File: config.mk
export PLATFORM = sky130hd
export DESIGN_NAME = alu_seq_ctrl
export DESIGN_NICKNAME = d
export VERILOG_FILES = /design/src/rtl/alu_seq_ctrl.sv
export SDC_FILE = /design/constraint.sdc
export NUM_CORES = 1
export LEC_CHECK = 0
export ABC_AREA = 1
export BUFFER_PORTS_ARGS = -buffer_cell sky130_fd_sc_hd__buf_2
export CELL_PAD_IN_SITES_DETAIL_PLACEMENT = 1
export CELL_PAD_IN_SITES_GLOBAL_PLACEMENT = 1
export CORE_ASPECT_RATIO = 0.6
export CORE_MARGIN = 1
export CORE_UTILIZATION = 39
export CTS_CLUSTER_DIAMETER = 150
export CTS_CLUSTER_SIZE = 12
export DETAILED_ROUTE_END_ITERATION = 7
export GPL_ROUTABILITY_DRIVEN = 0
export PLACE_DENSITY_LB_ADDON = 0.1
export SYNTH_ARGS = -nofsm -noshare
export SYNTH_HDL_FRONTEND = slang
export SYNTH_SLANG_ARGS = --single-unit
File: constraint.sdc
create_clock -name clk -period 2.8 [get_ports clk]
set_input_delay 0.28 -clock clk [delete_from_list [all_inputs] [get_ports clk]]
set_output_delay 0.28 -clock clk [all_outputs]
set_load 0.01 [all_outputs]
File: src/rtl/alu_seq_ctrl.sv
// Command sequencer for the 32-bit AND/OR/adder ALU: runs single-cycle ops, derives SUB/SLT
// from the adder, and iterates the adder over 32 cycles for a low-word multiply.
module alu_seq_ctrl (
  input  logic        clk,
  input  logic        rst_n,
  input  logic        cmd_valid,
  output logic        cmd_ready,
  input  logic [2:0]  cmd_op,
  input  logic [31:0] cmd_a,
  input  logic [31:0] cmd_b,
  output logic [31:0] alu_a,
  output logic [31:0] alu_b,
  output logic [1:0]  alu_op,
  output logic        alu_binvert,
  output logic        alu_cin,
  input  logic [31:0] alu_result,
  input  logic        alu_cout,
  output logic        rsp_valid,
  input  logic        rsp_ready,
  output logic [31:0] rsp_data,
  output logic        rsp_carry,
  output logic        rsp_err
);

  localparam logic [2:0] OpAnd = 3'd0;
  localparam logic [2:0] OpOr  = 3'd1;
  localparam logic [2:0] OpAdd = 3'd2;
  localparam logic [2:0] OpSub = 3'd3;
  localparam logic [2:0] OpSlt = 3'd4;
  localparam logic [2:0] OpMul = 3'd5;

  typedef enum logic [1:0] {StIdle, StExec, StMul, StResp} state_e;

  state_e      state_q, state_d;
  logic [2:0]  op_q;
  logic [31:0] a_q, b_q;  // operands; reused as multiplicand / multiplier during MUL
  logic [31:0] acc_q, acc_d;
  logic [4:0]  count_q;
  logic [31:0] rsp_data_q;
  logic        rsp_carry_q, rsp_err_q;
  logic        cmd_illegal, slt_ovf, slt_bit;

  assign cmd_illegal = (cmd_op[2:1] == 2'b11);
  assign cmd_ready   = (state_q == StIdle) && rst_n;
  assign rsp_valid   = (state_q == StResp);
  assign rsp_data    = rsp_data_q;
  assign rsp_carry   = rsp_carry_q;
  assign rsp_err     = rsp_err_q;

  // Signed less-than: sign of A-B corrected for two's-complement overflow.
  assign slt_ovf = (a_q[31] != b_q[31]) && (alu_result[31] != a_q[31]);
  assign slt_bit = alu_result[31] ^ slt_ovf;
  assign acc_d   = b_q[0] ? alu_result : acc_q;

  always_comb begin
    state_d = state_q;
    unique case (state_q)
      StIdle: begin
        if (cmd_valid) begin
          if (cmd_illegal)          state_d = StResp;
          else if (cmd_op == OpMul) state_d = StMul;
          else                      state_d = StExec;
        end
      end
      StExec:  state_d = StResp;
      StMul:   if (count_q == 5'd31) state_d = StResp;
      StResp:  if (rsp_ready) state_d = StIdle;
      default: state_d = StIdle;
    endcase
  end

  always_comb begin
    alu_a       = 32'd0;
    alu_b       = 32'd0;
    alu_op      = 2'b00;
    alu_binvert = 1'b0;
    alu_cin     = 1'b0;
    unique case (state_q)
      StExec: begin
        alu_a = a_q;
        alu_b = b_q;
        unique case (op_q)
          OpOr:         alu_op = 2'b01;
          OpAdd:        alu_op = 2'b10;
          OpSub, OpSlt: begin
            alu_op      = 2'b10;
            alu_binvert = 1'b1;
            alu_cin     = 1'b1;
          end
          default:      alu_op = 2'b00;
        endcase
      end
      StMul: begin
        alu_a  = acc_q;
        alu_b  = a_q;
        alu_op = 2'b10;
      end
      default: ;
    endcase
  end

  always_ff @(posedge clk) begin
    if (!rst_n) state_q <= StIdle;
    else        state_q <= state_d;
  end

  always_ff @(posedge clk) begin
    if (!rst_n) begin
      op_q        <= 3'd0;
      a_q         <= 32'd0;
      b_q         <= 32'd0;
      acc_q       <= 32'd0;
      count_q     <= 5'd0;
      rsp_data_q  <= 32'd0;
      rsp_carry_q <= 1'b0;
      rsp_err_q   <= 1'b0;
    end else begin
      unique case (state_q)
        StIdle: begin
          if (cmd_valid) begin
            op_q        <= cmd_op;
            a_q         <= cmd_a;
            b_q         <= cmd_b;
            acc_q       <= 32'd0;
            count_q     <= 5'd0;
            rsp_data_q  <= 32'd0;
            rsp_carry_q <= 1'b0;
            rsp_err_q   <= cmd_illegal;
          end
        end
        StExec: begin
          rsp_data_q  <= (op_q == OpSlt) ? {31'd0, slt_bit} : alu_result;
          rsp_carry_q <= ((op_q == OpAdd) || (op_q == OpSub)) && alu_cout;
        end
        StMul: begin
          acc_q   <= acc_d;
          a_q     <= a_q << 1;
          b_q     <= b_q >> 1;
          count_q <= count_q + 5'd1;
          if (count_q == 5'd31) rsp_data_q <= acc_d;
        end
        default: ;
      endcase
    end
  end

endmodule

==> results.sh, run 1 <==
export IMPL_finalPower_mw=8.90
export IMPL_whs_path_depth=3
export IMPL_post_route_cell_area_um2=8730
export IMPL_cts_sinks=140
export IMPL_grt_overflow=0
export IMPL_track_usage_pct=26.4
export IMPL_cp_data_arrival_time_ns=2.31
export IMPL_fin_crit_sh_pct=92.4
export IMPL_cts_tree="done"
export IMPL_power_density_nw_per_um2=1020
export IMPL_sequentialPowerShare_pct=35.3
export IMPL_cpPeakStageDelay_ns=0.42
export IMPL_final_cell_mix="nand2_1 (296), buf_2 (207), o21ai_0 (158)"
export IMPL_crit_fanout=20
export IMPL_cts_htree_levels=4
export IMPL_reg2reg_slack_ns=0.55
export IMPL_num_rows=37
export IMPL_crit_buf_inv=4
export IMPL_timing_final_ws_setup_ns=0.211
export IMPL_numCtsBuffers=17
export IMPL_reg2reg_depth=8
export IMPL_start_util_pct=40.4
export IMPL_period_minus_slack_ns=2.59
export IMPL_netlist_area_leader_share_pct=39.9
export IMPL_syn_inst=1023
export IMPL_diodes=0
export IMPL_core_area_um2=17400
export IMPL_dieArea_um2=18600
export IMPL_grt_pass1_vias=7476
export IMPL_hold_path_class="primary input to flip-flop"
export IMPL_die_h_um=106
export IMPL_ios=208
export IMPL_ant_nets=0
export IMPL_syn_avg_cell_area_um2=6.86
export IMPL_cp_startpoint="state_q[0]"
export IMPL_skew_ns=0.00826
export IMPL_drtIter0Drc=574
export IMPL_hold_end="b_q[23]"
export IMPL_leakage_nw=3.71
export IMPL_hold_start="cmd_b[23]"
export IMPL_hold_buffers=0
export IMPL_p_sw_share_pct=43.7
export IMPL_setup_tns_ns=0
export IMPL_grtUsageMet3_pct=4.26
export IMPL_crit_slowest_cell="dfxtp_1"
export IMPL_finalHoldViolations=0
export IMPL_cp_required_ns=2.52
export IMPL_die_w_um=175
export IMPL_crit_chain="inv_1 -> ha_1 -> inv_2 -> buf_4 -> a21oi_1 -> buf_2"
export IMPL_layout_commonest_cell="nand2_1"
export IMPL_yosys_register_bits=140
export IMPL_clkTransAtPathRegs_ns=0.07
export IMPL_antenna_found_initial=0
export IMPL_ctsResizeCount=0
export IMPL_gr_usage_met1_pct=36.9
export IMPL_synth_nets=1135
export IMPL_place_ws_ns=0.549
export IMPL_finalWirelength_um=24600
export IMPL_reg2reg_from="state_q[0]"
export IMPL_cts_path_max_buffers=2
export IMPL_cts_root_buf="clkbuf_16"
export IMPL_p_switching_mw=3.89
export IMPL_worst_pin_slew_ns=1.04
export IMPL_fmax_mhz=386
export IMPL_grt_pass1_wl_um=39100
export IMPL_finalMaxSlewViolations=0
export IMPL_seq_area_frac_synth_pct=39.9
export IMPL_wire_per_inst_um=17.2
export IMPL_critPathLaunchType="flip-flop"
export IMPL_post_route_drc_count=0
export IMPL_post_cts_buffers=0
export IMPL_dpl_hpwl_um=16800
export IMPL_nets=1291
export IMPL_layout_drive_gt1_share_pct=25.0
export IMPL_area_growth_syn_to_layout_pct=24.3
export IMPL_dpl_cell_area_um2=8150
export IMPL_port_buffers=207
export IMPL_syn_area_um2=7020
export IMPL_first_pass_iters=5
export IMPL_drv_cap=0
export IMPL_yosys_warnings=0
export IMPL_grt_max_degree=121
export IMPL_num_vias=7719
export IMPL_rsz0062_at_grt="false"
export IMPL_vdd_ir_drop_max_mv=0.589
export IMPL_crit_path_end_kind="output port"
export IMPL_synth_cell_type_count=28
export IMPL_critical_path_class="flip-flop to output port"
export IMPL_r2r_end="rsp_data[30]"
export IMPL_status="completed"
export IMPL_gr_usage_met2_pct=42.9
export IMPL_grt_busiest_layer="met2"
export IMPL_synth_top_cells_by_area="dfxtp_1 (40%), nand2_1 (16%), o21ai_0 (11%), a21oi_1 (9.8%), a31oi_1 (5.8%)"
export IMPL_slew_headroom_pct=30.7
export IMPL_p_clk_share_pct=25.7
export IMPL_crit_cells=6
export IMPL_path_delay_family="buffers and inverters"
export IMPL_combPwrFrac_pct=38.9
export IMPL_insertion_delay_ns=0.42
export IMPL_drt_vias_per_instance=5.42
export IMPL_fin_worst_hold_slack_ns=0.121
export IMPL_yosys_area_top_type="dfxtp_1"
export IMPL_p_int_mw=5.01
export IMPL_setup_violations=0
-- per-layer routing --
| layer | up-vias | wire length [µm] |
|---|---|---|
| met4 | 0 | 217 |
| met1 | 3728 | 11900 |
| met3 | 19 | 1080 |
| li1 | 3779 | - |
| met2 | 193 | 11400 |
| met5 | - | 0 |
-- how the worst max path moves through the flow --
stage / end / slack, ns
final: alu_a[7] / 0.21
after global routing: alu_a[6] / 0.07
after CTS: alu_a[7] / 0.20
after detailed placement: rsp_data[30] / 0.55
after global placement: rsp_data[30] / 0.63
after floorplan: alu_a[10] / 0.90
-- registers in the layout, indices dropped and copies added, names as in the netlist --
| name | count |
|---|---|
| a_q | 32 |
| count_q | 5 |
| rsp_data | 32 |
| state_q | 2 |
| rsp_err | 1 |
| b_q | 32 |
| rsp_carry | 1 |
| op_q | 3 |
| acc_q | 32 |
-- cell usage after synthesis --
cell type,instances
nand2_1,296
o21ai_0,158
dfxtp_1,140
a21oi_1,138
a31oi_1,65
inv_1,51
clkbuf_1,48
a21oi_2,30
buf_2,27
nor2_1,10
buf_1,9
nand3_1,9
o21ai_1,9
ha_1,8
nor3_1,7
buf_4,3
buf_6,3
nand2_2,2
a211oi_1,1
a21boi_0,1
and3_1,1
nand4_1,1
nor2_8,1
nor4_1,1
o211ai_1,1
o32ai_1,1
or2_1,1
or2_2,1
-- stage by stage --
stage,util (%),std cells
4_1_cts,50.3,1425
3_5_place_dp,46.9,1394
5_1_grt,50.3,1425
2_1_floorplan,-,1023
6_report,50.3,1425
3_3_place_gp,46.9,1394
-- tightest hold or removal path, stage by stage --
cell,delay [ns]
buf_2,0.09
nand2_1,0.05
a31oi_1,0.07
-- cell families after synthesis --
group	synth area share, %
AO/OA/AOI/OAI	31.7
adder cells (fa/ha/maj)	1.43
buffers and inverters	8.50
AND/OR/NAND/NOR	18.4
flip-flops	39.9
-- power groups by stage --
stage | clock network, mW | logic [mW] | registers (mW)
after global placement | 0 | 3.34 | 3.16
after CTS | 2.33 | 3.47 | 3.15
after detailed placement | 0 | 3.44 | 3.17
after floorplan | 0 | 2.45 | 3.02
after global routing | 2.41 | 3.86 | 3.24
final | 2.29 | 3.47 | 3.15
-- final cells by class --
type / count / area, µm²
clock inverter: 12 / 138
fill: 2344 / 8630
multi-input combinational: 742 / 3650
clock buffer: 19 / 443
tap: 234 / 293
inverter: 51 / 193
timing repair buffer: 227 / 1210
sequential: 140 / 2800
Power figures use the tool's default switching activity.
==> run 2, diff against run 1 <==
- CELL_PAD_IN_SITES_DETAIL_PLACEMENT: 1 -> unset
- CELL_PAD_IN_SITES_GLOBAL_PLACEMENT: 1 -> unset
- CORE_UTILIZATION: 39 -> 55
- PLACE_DENSITY: unset -> 0.84
- PLACE_DENSITY_LB_ADDON: 0.1 -> unset
==> run 2 against run 1 <==
Clock power hardly changed. Worst setup slack worse by 0.088 ns. Via count up 0.74%. Global-route usage grew 4.8 points. Largest power group unchanged.
==> results.sh, run 2 (synthesis results as in run 1) <==
export IMPL_drt_vias_per_instance=5.76
export IMPL_leakage_nw=3.72
export IMPL_slew_headroom_pct=50.9
export IMPL_cts_sinks=140
export IMPL_fin_crit_sh_pct=95.6
export IMPL_p_sw_share_pct=42.1
export IMPL_finalWirelength_um=21100
export IMPL_hold_start="cmd_b[15]"
export IMPL_num_vias=7776
export IMPL_area_growth_syn_to_layout_pct=23.3
export IMPL_power_density_nw_per_um2=1020
export IMPL_final_cell_mix="nand2_1 (296), buf_2 (207), o21ai_0 (158)"
export IMPL_cp_required_ns=2.52
export IMPL_cts_tree="done"
export IMPL_vdd_ir_drop_max_mv=0.617
export IMPL_grt_overflow=0
export IMPL_insertion_delay_ns=0.41
export IMPL_ctsResizeCount=0
export IMPL_core_area_um2=12300
export IMPL_cp_data_arrival_time_ns=2.40
export IMPL_sequentialPowerShare_pct=36.0
export IMPL_layoutNonFillerInstCount=1350
export IMPL_ios=208
export IMPL_dieArea_um2=13200
export IMPL_die_w_um=148
export IMPL_post_route_drc_count=0
export IMPL_num_rows=31
export IMPL_cpPeakStageDelay_ns=0.57
export IMPL_port_buffers=207
export IMPL_hold_path_class="primary input to flip-flop"
export IMPL_whs_path_depth=3
export IMPL_cts_root_buf="clkbuf_16"
export IMPL_p_int_mw=5.11
export IMPL_nets=1285
export IMPL_grt_pass1_wl_um=32800
export IMPL_layout_commonest_cell="nand2_1"
export IMPL_track_usage_pct=31.3
export IMPL_wire_per_inst_um=15.6
export IMPL_setup_violations=0
export IMPL_clkTransAtPathRegs_ns=0.06
export IMPL_first_pass_iters=7
export IMPL_hold_buffers=0
export IMPL_reg2reg_from="state_q[0]"
export IMPL_period_minus_slack_ns=2.68
export IMPL_cts_path_max_buffers=2
export IMPL_seq_area_um2=2800
export IMPL_dp_cells=1319
export IMPL_p_clk_share_pct=26.1
export IMPL_crit_fanout=44
export IMPL_critPathLaunchType="flip-flop"
export IMPL_crit_chain="inv_1 -> ha_2 -> buf_12 -> nand2_1 -> a21oi_1 -> buf_2"
export IMPL_ant_nets=0
export IMPL_crit_slowest_cell="ha_2"
export IMPL_grt_max_degree=107
export IMPL_r2r_end="count_q[2]"
export IMPL_critical_path_class="flip-flop to output port"
export IMPL_grt_pass1_vias=6578
export IMPL_reg2reg_slack_ns=0.54
export IMPL_layout_drive_gt1_share_pct=24.6
export IMPL_p_switching_mw=3.72
export IMPL_antenna_found_initial=0
export IMPL_finalPower_mw=8.83
export IMPL_diodes=0
export IMPL_setup_tns_ns=0
export IMPL_start_util_pct=57.3
export IMPL_drv_cap=0
export IMPL_reg2reg_depth=8
export IMPL_crit_path_end_kind="output port"
export IMPL_multi_input_area_um2=3650
export IMPL_cts_htree_levels=4
export IMPL_status="completed"
export IMPL_worst_pin_slew_ns=0.736
export IMPL_numCtsBuffers=17
export IMPL_rsz0062_at_grt="false"
export IMPL_finalMaxSlewViolations=0
export IMPL_post_cts_buffers=0
export IMPL_finalHoldViolations=0
export IMPL_skew_ns=0.00988
export IMPL_drtIter0Drc=815
export IMPL_fmax_mhz=374
export IMPL_die_h_um=89.5
export IMPL_dpl_hpwl_um=13800
export IMPL_nFillCells=1031
export IMPL_hold_end="b_q[15]"
export IMPL_combPwrFrac_pct=37.9
-- run 2: cell count changes in the layout (fill, tap and decap cells not counted), moves of 3 or more --
cell,before,now
buf_4,18,8
clkinvlp_4,5,2
buf_12,2,5
clkinv_2,2,5
inv_6,4,1
-- run 2: metrics by stage --
stage	area, µm²	hold WS, ns	setup WS [ns]	util, %
2_1_floorplan	7020	0.440	0.899	-
3_3_place_gp	8050	0.451	0.646	65.7
3_5_place_dp	8050	0.465	0.593	65.7
4_1_cts	8650	0.120	0.105	70.6
5_1_grt	8660	0.126	0.0208	70.6
6_report	8660	0.127	0.123	70.6
-- run 2: area by class of cell --
type                    instances  area share, %
multi-input cells             742           42.1
flip-flops and latches        140           32.4
repair buffers                221           13.9
clock inverters                11           1.65
well taps                     165           2.39
clock buffers                  20           5.28
inverters                      51           2.23
-- run 2: power groups by stage --
| stage | clock [mW] | combinational, mW | sequential [mW] |
|---|---|---|---|
| CTS | 2.31 | 3.29 | 3.16 |
| global placement | 0 | 3.21 | 3.18 |
| global route | 2.41 | 3.70 | 3.25 |
| floorplan | 0 | 2.45 | 3.02 |
| finish | 2.30 | 3.35 | 3.18 |
| detailed placement | 0 | 3.28 | 3.19 |
-- run 2: worst max path at each step --
stage | startpoint | end | cells after the start
5_1_grt | state_q[1] | alu_a[17] | 6
3_3_place_gp | state_q[0] | alu_a[9] | 6
2_1_floorplan | state_q[0] | alu_a[10] | 6
3_5_place_dp | state_q[0] | alu_a[9] | 6
4_1_cts | state_q[0] | alu_a[9] | 6
6_report | state_q[1] | alu_a[17] | 6
-- run 2: metal layers --
metal | track usage (%) | up-vias | wire (µm)
met3 | 6.02 | 21 | 2190
met1 | 44.0 | 3515 | 9320
met5 | 0 | - | 0
li1 | - | 3777 | -
met2 | 49.7 | 463 | 9420
met4 | 7.87 | 0 | 191
-- run 2: worst max-delay path, delay by kind of cell, from the launching register on --
family | cells | cell delay, ns
DFF | 1 | 0.38
adders and majority gates | 1 | 0.57
AOI/OAI and AO/OA | 1 | 0.28
and+or+nand+nor | 1 | 0.11
buffers and inverters | 3 | 0.64
==> run 3, diff against run 2 <==
- CORE_MARGIN: 1 -> 2
==> run 3 against run 2 <==
Die area is 3.6% higher. Total power is 1.5% higher. Largest power group unchanged. Worst setup slack better by 0.12 ns. Non-clock buffer count is 3 higher. Critical endpoint is now alu_a[15]. Critical path depth stayed put. First-iteration DRC count is 24% lower. Critical path type unchanged. Clock power is 7% higher. Highest routed layer unchanged. Register-to-register slack worse by 0.27 ns.
==> results.sh, run 3 (synthesis results as in run 1) <==
export IMPL_ios=208
export IMPL_wire_per_inst_um=15.7
export IMPL_period_minus_slack_ns=2.56
export IMPL_start_util_pct=57.3
export IMPL_nets=1288
export IMPL_fin_crit_sh_pct=91.3
export IMPL_status="completed"
export IMPL_num_vias=7741
export IMPL_sequentialPowerShare_pct=34.8
export IMPL_setup_tns_ns=0
export IMPL_slew_headroom_pct=37.8
export IMPL_hold_path_class="primary input to flip-flop"
export IMPL_dieArea_um2=13700
export IMPL_port_buffers=207
export IMPL_core_area_um2=12300
export IMPL_dpl_hpwl_um=13900
export IMPL_multi_input_area_um2=3650
export IMPL_numCtsBuffers=17
export IMPL_cp_required_ns=2.52
export IMPL_p_clk_share_pct=27.5
export IMPL_finalHoldViolations=0
export IMPL_grt_overflow=0
export IMPL_final_util_pct=70.9
export IMPL_critPathLaunchType="flip-flop"
export IMPL_cp_data_arrival_time_ns=2.28
export IMPL_num_rows=31
export IMPL_p_sw_share_pct=41.4
export IMPL_layoutNonFillerInstCount=1353
export IMPL_cts_sinks=140
export IMPL_reg2reg_slack_ns=0.27
export IMPL_post_route_cell_area_um2=8690
export IMPL_vdd_ir_drop_max_mv=0.617
export IMPL_whs_path_depth=3
export IMPL_crit_slowest_cell="ha_2"
export IMPL_power_density_nw_per_um2=1030
export IMPL_diodes=0
export IMPL_combPwrFrac_pct=37.8
export IMPL_hold_buffers=0
export IMPL_crit_chain="inv_1 -> ha_2 -> buf_12 -> nand2_1 -> a21oi_1 -> buf_2"
export IMPL_drt_vias_per_instance=5.72
export IMPL_die_h_um=91.5
export IMPL_final_cell_mix="nand2_1 (296), buf_2 (207), o21ai_0 (158)"
export IMPL_drv_cap=0
export IMPL_cpPeakStageDelay_ns=0.52
export IMPL_nFillCells=1091
export IMPL_seq_area_um2=2800
export IMPL_post_cts_buffers=0
export IMPL_grt_pass1_wl_um=32800
export IMPL_setup_violations=0
export IMPL_cp_startpoint="state_q[1]"
export IMPL_post_route_drc_count=0
export IMPL_finalWirelength_um=21300
export IMPL_cts_tree="done"
export IMPL_antenna_found_initial=0
export IMPL_first_pass_iters=5
export IMPL_clkTransAtPathRegs_ns=0.06
export IMPL_track_usage_pct=29.6
export IMPL_finalMaxSlewViolations=0
export IMPL_reg2reg_depth=6
export IMPL_drtIter0Drc=617
export IMPL_dpl_cell_area_um2=8050
export IMPL_p_int_mw=5.26
export IMPL_dp_cells=1322
export IMPL_die_w_um=150
export IMPL_r2r_end="a_q[14]"
export IMPL_grt_max_degree=98
export IMPL_area_growth_syn_to_layout_pct=23.8
export IMPL_cts_htree_levels=4
export IMPL_fmax_mhz=391
export IMPL_reg2reg_from="state_q[1]"
export IMPL_leakage_nw=3.75
export IMPL_cts_path_max_buffers=2
export IMPL_hold_start="cmd_b[13]"
export IMPL_worst_pin_slew_ns=0.930
export IMPL_insertion_delay_ns=0.41
export IMPL_hold_end="b_q[13]"
export IMPL_crit_fanout=46
export IMPL_crit_path_end_kind="output port"
export IMPL_layout_drive_gt1_share_pct=24.8
export IMPL_layout_commonest_cell="nand2_1"
export IMPL_ant_nets=0
export IMPL_rsz0062_at_grt="false"
export IMPL_skew_ns=0.0126
export IMPL_grt_pass1_vias=6591
export IMPL_cts_root_buf="clkbuf_16"
export IMPL_ctsResizeCount=0
export IMPL_p_switching_mw=3.71
export IMPL_critical_path_class="flip-flop to output port"
## run 3: power by group through the flow
stage	clock network, mW	registers (mW)	logic [mW]
2_1_floorplan	0	3.02	2.45
5_1_grt	2.56	3.20	3.75
3_3_place_gp	0	3.12	3.23
4_1_cts	2.47	3.10	3.34
3_5_place_dp	0	3.13	3.31
6_report	2.46	3.12	3.39
## run 3: worst max path at each step
stage | cells past startpoint | end | slack, ns
2_1_floorplan | 6 | alu_a[10] | 0.90
3_3_place_gp | 7 | count_q[3] | 0.46
3_5_place_dp | 6 | acc_q[10] | 0.41
4_1_cts | 6 | alu_a[17] | 0.27
5_1_grt | 6 | a_q[14] | 0.07
6_report | 6 | alu_a[15] | 0.24
## run 3: final cells by class
type | count | share of cell area, %
repair buffers | 224 | 13.8
well taps | 165 | 2.38
clock buffers | 19 | 5.10
flip-flops and latches | 140 | 32.3
clock inverters | 12 | 2.25
inverters | 51 | 2.22
multi-input cells | 742 | 42.0
## run 3: metrics by stage
step           hold slack, ns  power [mW]  worst slack [ns]
2_1_floorplan           0.440        5.47             0.899
3_3_place_gp            0.451        6.36             0.463
3_5_place_dp            0.454        6.44             0.408
4_1_cts                 0.128        8.91             0.265
5_1_grt                 0.134        9.50            0.0743
6_report                0.133        8.97             0.243
## run 3: worst max-delay path, delay by kind of cell, from the launching register on
| kind | cells | cell delay [ns] |
|---|---|---|
| AOI/OAI and AO/OA | 1 | 0.24 |
| adders and majority gates | 1 | 0.52 |
| buffers and inverters | 3 | 0.60 |
| DFF | 1 | 0.38 |
| and+or+nand+nor | 1 | 0.11 |
## run 3: metal layers
layer / global-route usage [%] / vias up / wire (µm)
met5: 0 / - / 0
met4: 6.76 / 0 / 233
met3: 6.03 / 21 / 1930
met2: 46.3 / 398 / 9690
met1: 42.0 / 3536 / 9460
li1: - / 3786 / -
